File: config.mk
export PLATFORM = sky130hd
export DESIGN_NAME = sprite_draw_scheduler
export DESIGN_NICKNAME = d
export VERILOG_FILES = /design/src/rtl/sprite_sched_pkg.sv /design/src/rtl/sprite_slot_mux.sv /design/src/rtl/sprite_draw_scheduler.sv
export SDC_FILE = /design/constraint.sdc
export NUM_CORES = 1
export LEC_CHECK = 0
export BUFFER_PORTS_ARGS = -buffer_cell sky130_fd_sc_hd__buf_2
export CAP_MARGIN = 20
export CORE_AREA = 5 5 68 76
export CTS_CLUSTER_SIZE = 28
export DETAILED_ROUTE_END_ITERATION = 7
export DIE_AREA = 0 0 73 81
export PLACE_DENSITY = 0.82
export SKIP_LAST_GASP = 1
export SLEW_MARGIN = 40
export SYNTH_ARGS = -nofsm -noshare
export SYNTH_HDL_FRONTEND = slang
export SYNTH_SLANG_ARGS = --single-unit
export TNS_END_PERCENT = 10
File: constraint.sdc
create_clock -name clk -period 4.5 [get_ports clk]
set_input_delay 0.9 -clock clk [delete_from_list [all_inputs] [get_ports clk]]
set_output_delay 0.9 -clock clk [all_outputs]
set_load 0.005 [all_outputs]
File: src/rtl/sprite_sched_pkg.sv
// Shared types and constants for the sprite draw scheduler: FSM state encoding,
// pass identifiers, default coordinate/colour widths and the slot-index width helper.
package sprite_sched_pkg;

    localparam int X_W_DEF   = 9;
    localparam int Y_W_DEF   = 8;
    localparam int COL_W_DEF = 3;

    localparam logic PASS_ERASE = 1'b0;
    localparam logic PASS_DRAW  = 1'b1;

    localparam logic [2:0] ST_IDLE    = 3'd0;
    localparam logic [2:0] ST_SELECT  = 3'd1;
    localparam logic [2:0] ST_ISSUE   = 3'd2;
    localparam logic [2:0] ST_WAIT    = 3'd3;
    localparam logic [2:0] ST_RELEASE = 3'd4;
    localparam logic [2:0] ST_ADVANCE = 3'd5;
    localparam logic [2:0] ST_DONE    = 3'd6;

    typedef enum logic [2:0] {
        S_IDLE    = ST_IDLE,
        S_SELECT  = ST_SELECT,
        S_ISSUE   = ST_ISSUE,
        S_WAIT    = ST_WAIT,
        S_RELEASE = ST_RELEASE,
        S_ADVANCE = ST_ADVANCE,
        S_DONE    = ST_DONE
    } state_t;

    // A single-slot build still needs a 1-bit index register.
    function automatic int idx_width(input int n);
        return (n > 1) ? $clog2(n) : 1;
    endfunction

endpackage

File: src/rtl/sprite_slot_mux.sv
// Combinational selector that picks one slot's x/y/colour out of the packed
// engine buses; its outputs feed the scheduler's VGA output registers.
module sprite_slot_mux
    import sprite_sched_pkg::*;
#(
    parameter int N_SLOTS = 3,
    parameter int X_W     = X_W_DEF,
    parameter int Y_W     = Y_W_DEF,
    parameter int COL_W   = COL_W_DEF,
    parameter int IDX_W   = idx_width(N_SLOTS)
) (
    input  logic [IDX_W-1:0]         idx,
    input  logic [N_SLOTS*X_W-1:0]   slot_x,
    input  logic [N_SLOTS*Y_W-1:0]   slot_y,
    input  logic [N_SLOTS*COL_W-1:0] slot_colour,
    output logic [X_W-1:0]           sel_x,
    output logic [Y_W-1:0]           sel_y,
    output logic [COL_W-1:0]         sel_colour
);

    always_comb begin
        // NOTE: every output gets a default first so no path through the loop infers a latch.
        sel_x      = '0;
        sel_y      = '0;
        sel_colour = '0;
        for (int i = 0; i < N_SLOTS; i++) begin
            if (idx == IDX_W'(i)) begin
                sel_x      = slot_x[i*X_W +: X_W];
                sel_y      = slot_y[i*Y_W +: Y_W];
                sel_colour = slot_colour[i*COL_W +: COL_W];
            end
        end
    end

endmodule

File: src/rtl/sprite_draw_scheduler.sv
// Two-pass (erase all, then draw all) sequencer sharing one VGA plot port among N sprite engines.
// Optional per-operation watchdog is compiled in with `define SCHED_TIMEOUT_EN.
module sprite_draw_scheduler
    import sprite_sched_pkg::*;
#(
    parameter int N_SLOTS        = 3,
    parameter int X_W            = X_W_DEF,
    parameter int Y_W            = Y_W_DEF,
    parameter int COL_W          = COL_W_DEF,
    parameter int TIMEOUT_CYCLES = 255
) (
    input  logic                     clk,
    input  logic                     reset,
    input  logic                     frame_tick,
    input  logic [N_SLOTS-1:0]       slot_en,
    input  logic [N_SLOTS-1:0]       slot_done,
    input  logic [N_SLOTS*X_W-1:0]   slot_x,
    input  logic [N_SLOTS*Y_W-1:0]   slot_y,
    input  logic [N_SLOTS*COL_W-1:0] slot_colour,
    output logic [N_SLOTS-1:0]       draw_signal,
    output logic [N_SLOTS-1:0]       erase_signal,
    output logic [X_W-1:0]           vga_x,
    output logic [Y_W-1:0]           vga_y,
    output logic [COL_W-1:0]         vga_colour,
    output logic                     vga_plot,
    output logic                     busy,
    output logic                     frame_done,
    output logic                     overrun,
    output logic                     timeout_err
);

    localparam int               IDX_W    = idx_width(N_SLOTS);
    localparam logic [IDX_W-1:0] LAST_IDX = IDX_W'(N_SLOTS - 1);

    if (N_SLOTS < 1 || N_SLOTS > 8) begin : g_bad_slots
        $error("sprite_draw_scheduler: N_SLOTS must be 1..8");
    end
    if (TIMEOUT_CYCLES < 1 || TIMEOUT_CYCLES > 255) begin : g_bad_timeout
        $error("sprite_draw_scheduler: TIMEOUT_CYCLES must fit the 8-bit watchdog");
    end

    state_t               state, state_next;
    logic [IDX_W-1:0]     idx;
    logic                 pass;
    logic [N_SLOTS-1:0]   en_q;
    logic                 pending;
    logic [N_SLOTS-1:0]   onehot;
    logic                 slot_enabled;
    logic                 op_done;
    logic                 start;
    logic                 drive_op;
    logic                 wd_fire;
    logic [X_W-1:0]       sel_x;
    logic [Y_W-1:0]       sel_y;
    logic [COL_W-1:0]     sel_colour;

    assign onehot       = N_SLOTS'(1) << idx;
    assign slot_enabled = |(en_q & onehot);
    assign op_done      = |(slot_done & onehot);
    assign start        = (state == S_IDLE) && (frame_tick || pending);

    sprite_slot_mux #(
        .N_SLOTS (N_SLOTS),
        .X_W     (X_W),
        .Y_W     (Y_W),
        .COL_W   (COL_W),
        .IDX_W   (IDX_W)
    ) u_mux (
        .idx         (idx),
        .slot_x      (slot_x),
        .slot_y      (slot_y),
        .slot_colour (slot_colour),
        .sel_x       (sel_x),
        .sel_y       (sel_y),
        .sel_colour  (sel_colour)
    );

    always_ff @(posedge clk or posedge reset) begin
        if (reset) state <= S_IDLE;
        else       state <= state_next;
    end

    always_comb begin
        state_next = state;
        busy       = (state != S_IDLE);
        frame_done = (state == S_DONE);
        unique case (state)
            S_IDLE:    if (frame_tick || pending) state_next = S_SELECT;
            S_SELECT:  state_next = slot_enabled ? S_ISSUE : S_ADVANCE;
            S_ISSUE:   state_next = S_WAIT;
            S_WAIT:    if (op_done || wd_fire) state_next = S_RELEASE;
            S_RELEASE: state_next = S_ADVANCE;
            S_ADVANCE: state_next = (idx != LAST_IDX || pass == PASS_ERASE) ? S_SELECT : S_DONE;
            S_DONE:    state_next = S_IDLE;
            default:   state_next = S_IDLE;
        endcase
    end

    // NOTE: sequential state uses non-blocking assignments so every register samples pre-edge values.
    always_ff @(posedge clk or posedge reset) begin
        if (reset) begin
            idx  <= '0;
            pass <= PASS_ERASE;
            en_q <= '0;
        end else if (start) begin
            en_q <= slot_en;
            pass <= PASS_ERASE;
            idx  <= '0;
        end else if (state == S_ADVANCE) begin
            if (idx != LAST_IDX) begin
                idx <= idx + IDX_W'(1);
            end else if (pass == PASS_ERASE) begin
                pass <= PASS_DRAW;
                idx  <= '0;
            end
        end
    end

    // A tick arriving while a queued tick is being consumed stays queued.
    always_ff @(posedge clk or posedge reset) begin
        if (reset) begin
            pending <= 1'b0;
            overrun <= 1'b0;
        end else if (state == S_IDLE) begin
            pending <= pending && frame_tick;
        end else if (frame_tick) begin
            if (pending) overrun <= 1'b1;
            else         pending <= 1'b1;
        end
    end

    // Engine handshakes and the plot port are decoded from the next state so they
    // leave registers aligned with ISSUE/WAIT and drop at once on reset.
    assign drive_op = (state_next == S_ISSUE) || (state_next == S_WAIT);

    always_ff @(posedge clk or posedge reset) begin
        if (reset) begin
            draw_signal  <= '0;
            erase_signal <= '0;
            vga_plot     <= 1'b0;
            vga_x        <= '0;
            vga_y        <= '0;
            vga_colour   <= '0;
        end else begin
            draw_signal  <= (drive_op && pass == PASS_DRAW)  ? onehot : '0;
            erase_signal <= (drive_op && pass == PASS_ERASE) ? onehot : '0;
            vga_plot     <= (state_next == S_WAIT);
            if (state_next == S_WAIT) begin
                vga_x      <= sel_x;
                vga_y      <= sel_y;
                vga_colour <= sel_colour;
            end
        end
    end

`ifdef SCHED_TIMEOUT_EN
    logic [7:0] wd_cnt;

    assign wd_fire = (state == S_WAIT) && !op_done && (wd_cnt == 8'(TIMEOUT_CYCLES - 1));

    always_ff @(posedge clk or posedge reset) begin
        if (reset) begin
            wd_cnt      <= '0;
            timeout_err <= 1'b0;
        end else begin
            if (state == S_ISSUE)
                wd_cnt <= '0;
            else if (state == S_WAIT && wd_cnt != 8'hFF)
                wd_cnt <= wd_cnt + 8'd1;
            if (wd_fire)
                timeout_err <= 1'b1;
        end
    end
`else
    assign wd_fire     = 1'b0;
    assign timeout_err = 1'b0;
`endif

endmodule

=== After elaboration in Yosys (flattened, before gate mapping) ===
Cells that the tools add are included.

* Input port bits: 69
* Word-level logic and storage cells: 73
* Bits in registers: 38

* $add $sub $neg: 1
* Shifts and indexed selects: 1
* Bitwise operators: 4
* Equality and inequality tests: 13
* Muxes and demuxes: 25
* Reductions and logical operators: 17

{| class="wikitable"
|+ Operator list
! operator !! count
|-
| $mux 3 || 9
|-
| $mux 9 || 3
|-
| $mux 8 || 3
|-
| $pmux 3 s6 || 1
|-
| $eq 3x2->1 const B || 4
|-
| $eq 3x3->1 const B || 3
|-
| $mux 2 || 4
|-
| $and 3x3->3 || 2
|-
| $reduce_or 3->1 || 2
|-
| $mux 1 || 5
|-
| $logic_and 1x1->1 || 4
|-
| $ne 2x2->1 const B || 2
|-
| $reduce_and 2->1 || 2
|-
| $reduce_bool 2->1 || 2
|-
| $eq 3x1->1 const B || 1
|-
| $logic_not 3->1 || 1
|-
| $logic_or 1x1->1 || 3
|-
| $ne 3x1->1 const B || 1
|-
| $reduce_and 3->1 || 1
|-
| $reduce_bool 3->1 || 1
|-
| $shl 1x2->3 const A || 1
|-
| $add 2x1->2 const B || 1
|-
| $eq 2x1->1 const B || 1
|-
| $eq 2x2->1 const B || 1
|-
| 2 further kinds || 3
|}

=== Longest topological paths before layout ===
* Word-level depth: 9
* Depth in mapped cells: 6

=== Hierarchy ===
Synthesis repeated with hierarchy kept, for this count alone.

* Cell total of the unflattened synthesis: 166
* Area, all modules: 2095.8 µm²

{| class="wikitable"
|+ By module, submodules not included
! module !! cells each !! times used !! seq. area each (µm²) !! area each (µm²)
|-
| sprite_draw_scheduler || 119 || 1 || 950.9 || 1674.1
|-
| sprite_slot_mux || 47 || 1 || 0.0 || 421.7
|}

=== Least setup slack after synthesis ===
Ideal clock, no wire load.

* Path kind: input-to-reg
* Start: in slot_done[2]
* End: reg vga_colour[1]
* Arrival time: 1.823 ns
* Required time: 4.375 ns
* Library setup time: 0.125 ns
* Stages: 5
* Setup slack: 2.552 ns
* Cells stage by stage: mux2i_1 o21ai_2 a21oi_4 buf_6 mux2_2

* Word-level cells in the longest chain between the ends: 5

{| class="wikitable"
|+ RTL lines
! item !! RTL line !! RTL
|-
| start: declaration || sprite_draw_scheduler.sv:16 || <nowiki>input logic [N_SLOTS-1:0] slot_done,</nowiki>
|-
| $and 3x3->3 || sprite_draw_scheduler.sv:59 || <nowiki>assign op_done = |(slot_done & onehot);</nowiki>
|-
| $reduce_or 3->1 || sprite_draw_scheduler.sv:59 ||
|-
| $mux 3 || sprite_draw_scheduler.sv:91 || <nowiki>S_WAIT: if (op_done || wd_fire) state_next = S_RELEASE;</nowiki>
|-
| $pmux 3 s6 || sprite_draw_scheduler.sv:87 || <nowiki>unique case (state)</nowiki>
|-
| $eq 3x2->1 || sprite_draw_scheduler.sv:148 || <nowiki>if (state_next == S_WAIT) begin</nowiki>
|-
| end signal: assignment || sprite_draw_scheduler.sv:151 || <nowiki>vga_colour <= sel_colour;</nowiki>
|-
| end: declaration || sprite_draw_scheduler.sv:24 || <nowiki>output logic [COL_W-1:0] vga_colour,</nowiki>
|}

No other way between the ends.
A chain may end at the register's enable or synchronous reset.

=== Final worst setup path ===
* Start: reg state[2]
* End: out busy

* Word-level cells in the longest chain between the ends: 1

{| class="wikitable"
|+ RTL lines
! item !! RTL line !! RTL
|-
| start: declaration || sprite_draw_scheduler.sv:42 || <nowiki>state_t state, state_next;</nowiki>
|-
| start signal: assignment || sprite_draw_scheduler.sv:80 || <nowiki>else state <= state_next;</nowiki>
|-
| $reduce_bool 3->1 || sprite_draw_scheduler.sv:85 || <nowiki>busy = (state != S_IDLE);</nowiki>
|-
| end: declaration || sprite_draw_scheduler.sv:26 || <nowiki>output logic busy,</nowiki>
|}

No other way between the ends.

==> flow_summary.html <==
<table>
<tr><th>Metric</th><th>Value</th></tr>
<tr><th colspan="2">Power and ir drop</th></tr>
<tr><td>Combinational power share</td><td>0.450</td></tr>
<tr><td>Relative contribution of sequential cells to total power</td><td>0.351</td></tr>
<tr><td>Relative contribution of the clock network to total power</td><td>0.199</td></tr>
<tr><td>Fraction of power spent switching nets</td><td>0.352</td></tr>
<tr><td>Total net switching power</td><td>619 uW</td></tr>
<tr><td>Power per unit of standard cell area</td><td>654 nW/um^2</td></tr>
<tr><td>Static leakage power</td><td>1.24 nW</td></tr>
<tr><td>Internal Dissipation</td><td>1.14 mW</td></tr>
<tr><td>Peak ir drop on the vdd network</td><td>0.289 mV</td></tr>
<tr><th colspan="2">Setup path</th></tr>
<tr><td>Critical Path Start Type</td><td>flop</td></tr>
<tr><td>Critical path's top delay family</td><td>flip-flops</td></tr>
<tr><td>Endpoint arrival time on the critical path</td><td>1.56 ns</td></tr>
<tr><td>Critical Path Sink Type</td><td>primary output</td></tr>
<tr><td>Library cell contributing the largest single delay on the critical path</td><td>dfrtp_1</td></tr>
<tr><td>Longest individual stage delay on the worst path</td><td>0.56 ns</td></tr>
<tr><td>Required arrival time at the worst endpoint</td><td>3.60 ns</td></tr>
<tr><td>Critical Setup Path Class</td><td>flop to primary output</td></tr>
<tr><td>Number of buffer and inverter instances along the worst setup path</td><td>1</td></tr>
<tr><td>CP max FO</td><td>15</td></tr>
<tr><td>Crit-path cells</td><td>or3_1, buf_2</td></tr>
<tr><th colspan="2">Timing</th></tr>
<tr><td>Number of failing hold endpoints at the final stage</td><td>0</td></tr>
<tr><td>Achievable clock frequency</td><td>407 MHz</td></tr>
<tr><td>Max transition margin</td><td>0.546</td></tr>
<tr><td>Time the worst path needs with I/O delays and setup</td><td>2.46 ns</td></tr>
<tr><td>Setup_tns</td><td>0 ns</td></tr>
<tr><td>Final setup violation count</td><td>0</td></tr>
<tr><td>RSZ-0062 raised after global routing</td><td>false</td></tr>
<tr><td>Pins over their slew limit</td><td>0</td></tr>
<tr><td>Period utilisation layout</td><td>0.546</td></tr>
<tr><td>Worst-case setup margin in the final layout</td><td>2.04 ns</td></tr>
<tr><td>Setup skew after layout</td><td>0.00757 ns</td></tr>
<tr><td>Transition time at the pin with the least slew margin</td><td>0.679 ns</td></tr>
<tr><th colspan="2">Flow run</th></tr>
<tr><td>Number of maximum-capacitance constraint violations</td><td>0</td></tr>
<tr><th colspan="2">Layout</th></tr>
<tr><td>Nets</td><td>349</td></tr>
<tr><td>Share of final-layout standard cells stronger than drive strength 1</td><td>0.520</td></tr>
<tr><td>Final core area utilization</td><td>0.633</td></tr>
<tr><td>Sequential cell area</td><td>952 um^2</td></tr>
<tr><td>Filler cell count</td><td>362</td></tr>
<tr><td>Post-route cell area</td><td>2690 um^2</td></tr>
<tr><td>Diode count</td><td>0</td></tr>
<tr><td>Layout overhead on the synthesized area</td><td>32.1%</td></tr>
<tr><td>Multi-input gate area</td><td>1000 um^2</td></tr>
<tr><th colspan="2">Clocking</th></tr>
<tr><td>Post-CTS setup buffers</td><td>0</td></tr>
<tr><td>Clock Pin Slew Worst Setup and Hold Paths</td><td>0.07 ns</td></tr>
<tr><td>Sink count of the clock tree</td><td>38</td></tr>
<tr><td>Clock H-tree levels</td><td>2</td></tr>
<tr><td>Clock root buffer master</td><td>clkbuf_8</td></tr>
<tr><td>Clock latency on the worst-skew pair</td><td>0.29 ns</td></tr>
<tr><td>Number of buffers created by CTS</td><td>5</td></tr>
<tr><td>CTS tree</td><td>yes</td></tr>
<tr><td>Post-cts repair resize count</td><td>0</td></tr>
<tr><td>Number of buffers on the longest clock path</td><td>2</td></tr>
<tr><td>Count of hold-fix buffers inserted at cts</td><td>0</td></tr>
<tr><th colspan="2">Detailed routing</th></tr>
<tr><td>Vias/cell</td><td>5.03</td></tr>
<tr><td>Via count</td><td>1685</td></tr>
<tr><td>DRC errors left</td><td>0</td></tr>
<tr><td>Drt initial violations</td><td>85</td></tr>
<tr><td>Post-detailed-route wirelength per cell</td><td>13.6 um</td></tr>
<tr><td>Number of optimization iterations in the first detailed-route pass</td><td>4</td></tr>
<tr><td>Routed Wire Length</td><td>4.55 mm</td></tr>
<tr><td>Count of nets left with antenna violations after detail routing</td><td>0</td></tr>
<tr><th colspan="2">Yosys</th></tr>
<tr><td>Number of unique standard cell types used by synthesis</td><td>34</td></tr>
<tr><td>Synthesis warning total</td><td>0</td></tr>
<tr><td>Leading cell types by count after synthesis</td><td>dfrtp_1, nand2_1, mux2_2, o21ai_0, mux2i_1</td></tr>
<tr><td>Most used standard cell by instance count after synthesis</td><td>dfrtp_1</td></tr>
<tr><td>Share of the synthesized area in the top cell type</td><td>0.467</td></tr>
<tr><td>Ranking of synthesized cells by area</td><td>dfrtp_1, mux2_2, mux2i_1, o21ai_0, nand2_1</td></tr>
<tr><td>Most instantiated flip-flop cell in the synthesis netlist</td><td>dfrtp_1</td></tr>
<tr><td>Net Count, Synth</td><td>253</td></tr>
<tr><td>Cell type with the largest total area after synthesis</td><td>dfrtp_1</td></tr>
<tr><td>Proportion of synthesized flip-flops having asynchronous set or reset</td><td>1.00</td></tr>
<tr><td>Count of mapped cells out of synthesis</td><td>184</td></tr>
<tr><td>Sequential fraction of the synthesis area</td><td>0.467</td></tr>
<tr><td>EDFF count, synth</td><td>0</td></tr>
<tr><td>Post-synthesis sequential element count</td><td>38</td></tr>
<tr><td>Post-synthesis cell area</td><td>2040 um^2</td></tr>
<tr><td>Avg Inst Size Synth</td><td>11.1 um^2</td></tr>
<tr><th colspan="2">Outcome</th></tr>
<tr><td>Outcome</td><td>completed</td></tr>
<tr><th colspan="2">Placed design</th></tr>
<tr><td>Dpl ws</td><td>2.02 ns</td></tr>
<tr><td>Final weighted congestion in routability-driven placement</td><td>0.730</td></tr>
<tr><td>Cell area reported after detailed placement</td><td>2550 um^2</td></tr>
<tr><td>Post-DP HPWL</td><td>3.50 mm</td></tr>
<tr><td>Buffers added on ports</td><td>98</td></tr>
<tr><th colspan="2">Floorplanning</th></tr>
<tr><td>Die outline area</td><td>5910 um^2</td></tr>
<tr><td>Die Height</td><td>81 um</td></tr>
<tr><td>Core footprint</td><td>4250 um^2</td></tr>
<tr><td>Die span in x</td><td>73 um</td></tr>
<tr><td>Cell Rows</td><td>25</td></tr>
<tr><td>IO Pins</td><td>100</td></tr>
<tr><td>Starting utilization of the core area</td><td>0.479</td></tr>
<tr><th colspan="2">GRT</th></tr>
<tr><td>Total routing usage reported by global routing</td><td>0.156</td></tr>
<tr><td>Pin count of the biggest net entering global routing</td><td>39</td></tr>
<tr><td>Overflow left after global routing</td><td>0</td></tr>
<tr><td>Wire length of the first global-routing pass</td><td>7.23 mm</td></tr>
<tr><td>Vias in the first global route</td><td>1654</td></tr>
<tr><td>Antenna violations before repair</td><td>0</td></tr>
<tr><th colspan="2">Hold path</th></tr>
<tr><td>Worst Hold Class</td><td>flop to flop</td></tr>
</table>
## worst register-to-register path: cells and delay by family (launching register included)
kind	cells	cell delay, ns
simple gates	1	0.19
mux	1	0.41
flops	1	0.59
compound gates	2	0.70
## sequential cells by signal, summed over array words and instances (netlist names), 2 cells and up
name	cells
idx	2
vga_y	8
en_q	3
erase_signal	3
vga_colour	3
vga_x	9
draw_signal	3
state	3
## cells by family after synthesis
family,synth area share
buffers and inverters,0.0411
DFF,0.467
muxes,0.235
and+or+nand+nor,0.108
adders and majority gates,0.00491
other,0.00184
AOI/OAI and AO/OA,0.142
## routing by layer
layer	vias to the layer above	share of wire	GRT usage	wire, um
met5	-	0	0	0
met4	0	0.013	0.0609	57
met2	81	0.47	0.252	2150
met1	757	0.41	0.200	1880
li1	843	-	-	-
met3	4	0.10	0.0396	456
## through the flow
stage,hold slack [ns],total power [mW],cells
after CTS,0.475,1.79,335
after floorplan,0.466,1.19,184
after global placement,0.447,1.40,327
after detailed placement,0.458,1.43,327
after global routing,0.503,1.89,335
final,0.470,1.76,335
## worst paths after layout
kind | startpoint | to | slack, ns | cells past startpoint
min | overrun | overrun | 0.47 | 1
max in group asynchronous | reset | idx[0] | 3.44 | 3
min in group asynchronous | reset | vga_x[1] | 0.70 | 3
max reg2reg | idx[0] | vga_y[2] | 2.49 | 4
min reg2reg | overrun | overrun | 0.47 | 1
max | state[2] | busy | 2.04 | 2
## layout make-up
type | instances | area share
clock buffer | 6 | 0.0307
clock inverter | 2 | 0.0223
inverter | 3 | 0.00418
multi-input combinational | 131 | 0.373
sequential | 38 | 0.354
tap | 54 | 0.0251
timing repair buffer | 101 | 0.191
## cells in the final DEF, fill, tap and decap left out, types with 2 or more instances in the layout
cell type / instances
nand2b_1: 3
mux2i_1: 22
inv_1: 3
o22ai_1: 3
o211ai_1: 2
nor2_1: 3
nand3b_1: 2
o21ai_0: 23
nand2_1: 27
nor2b_1: 2
buf_4: 3
mux2_2: 23
bufinv_16: 2
dfrtp_1: 37
buf_2: 98
clkbuf_8: 6
a2111oi_2: 5
## power groups by stage
stage | sequential, mW | combinational [mW] | clock (mW)
after global placement | 0.616 | 0.781 | 0
after global routing | 0.642 | 0.873 | 0.375
after detailed placement | 0.623 | 0.810 | 0
after floorplan | 0.588 | 0.605 | 0
after CTS | 0.617 | 0.808 | 0.361
final | 0.617 | 0.792 | 0.351
Note: power is estimated with default switching activity, not from simulation.
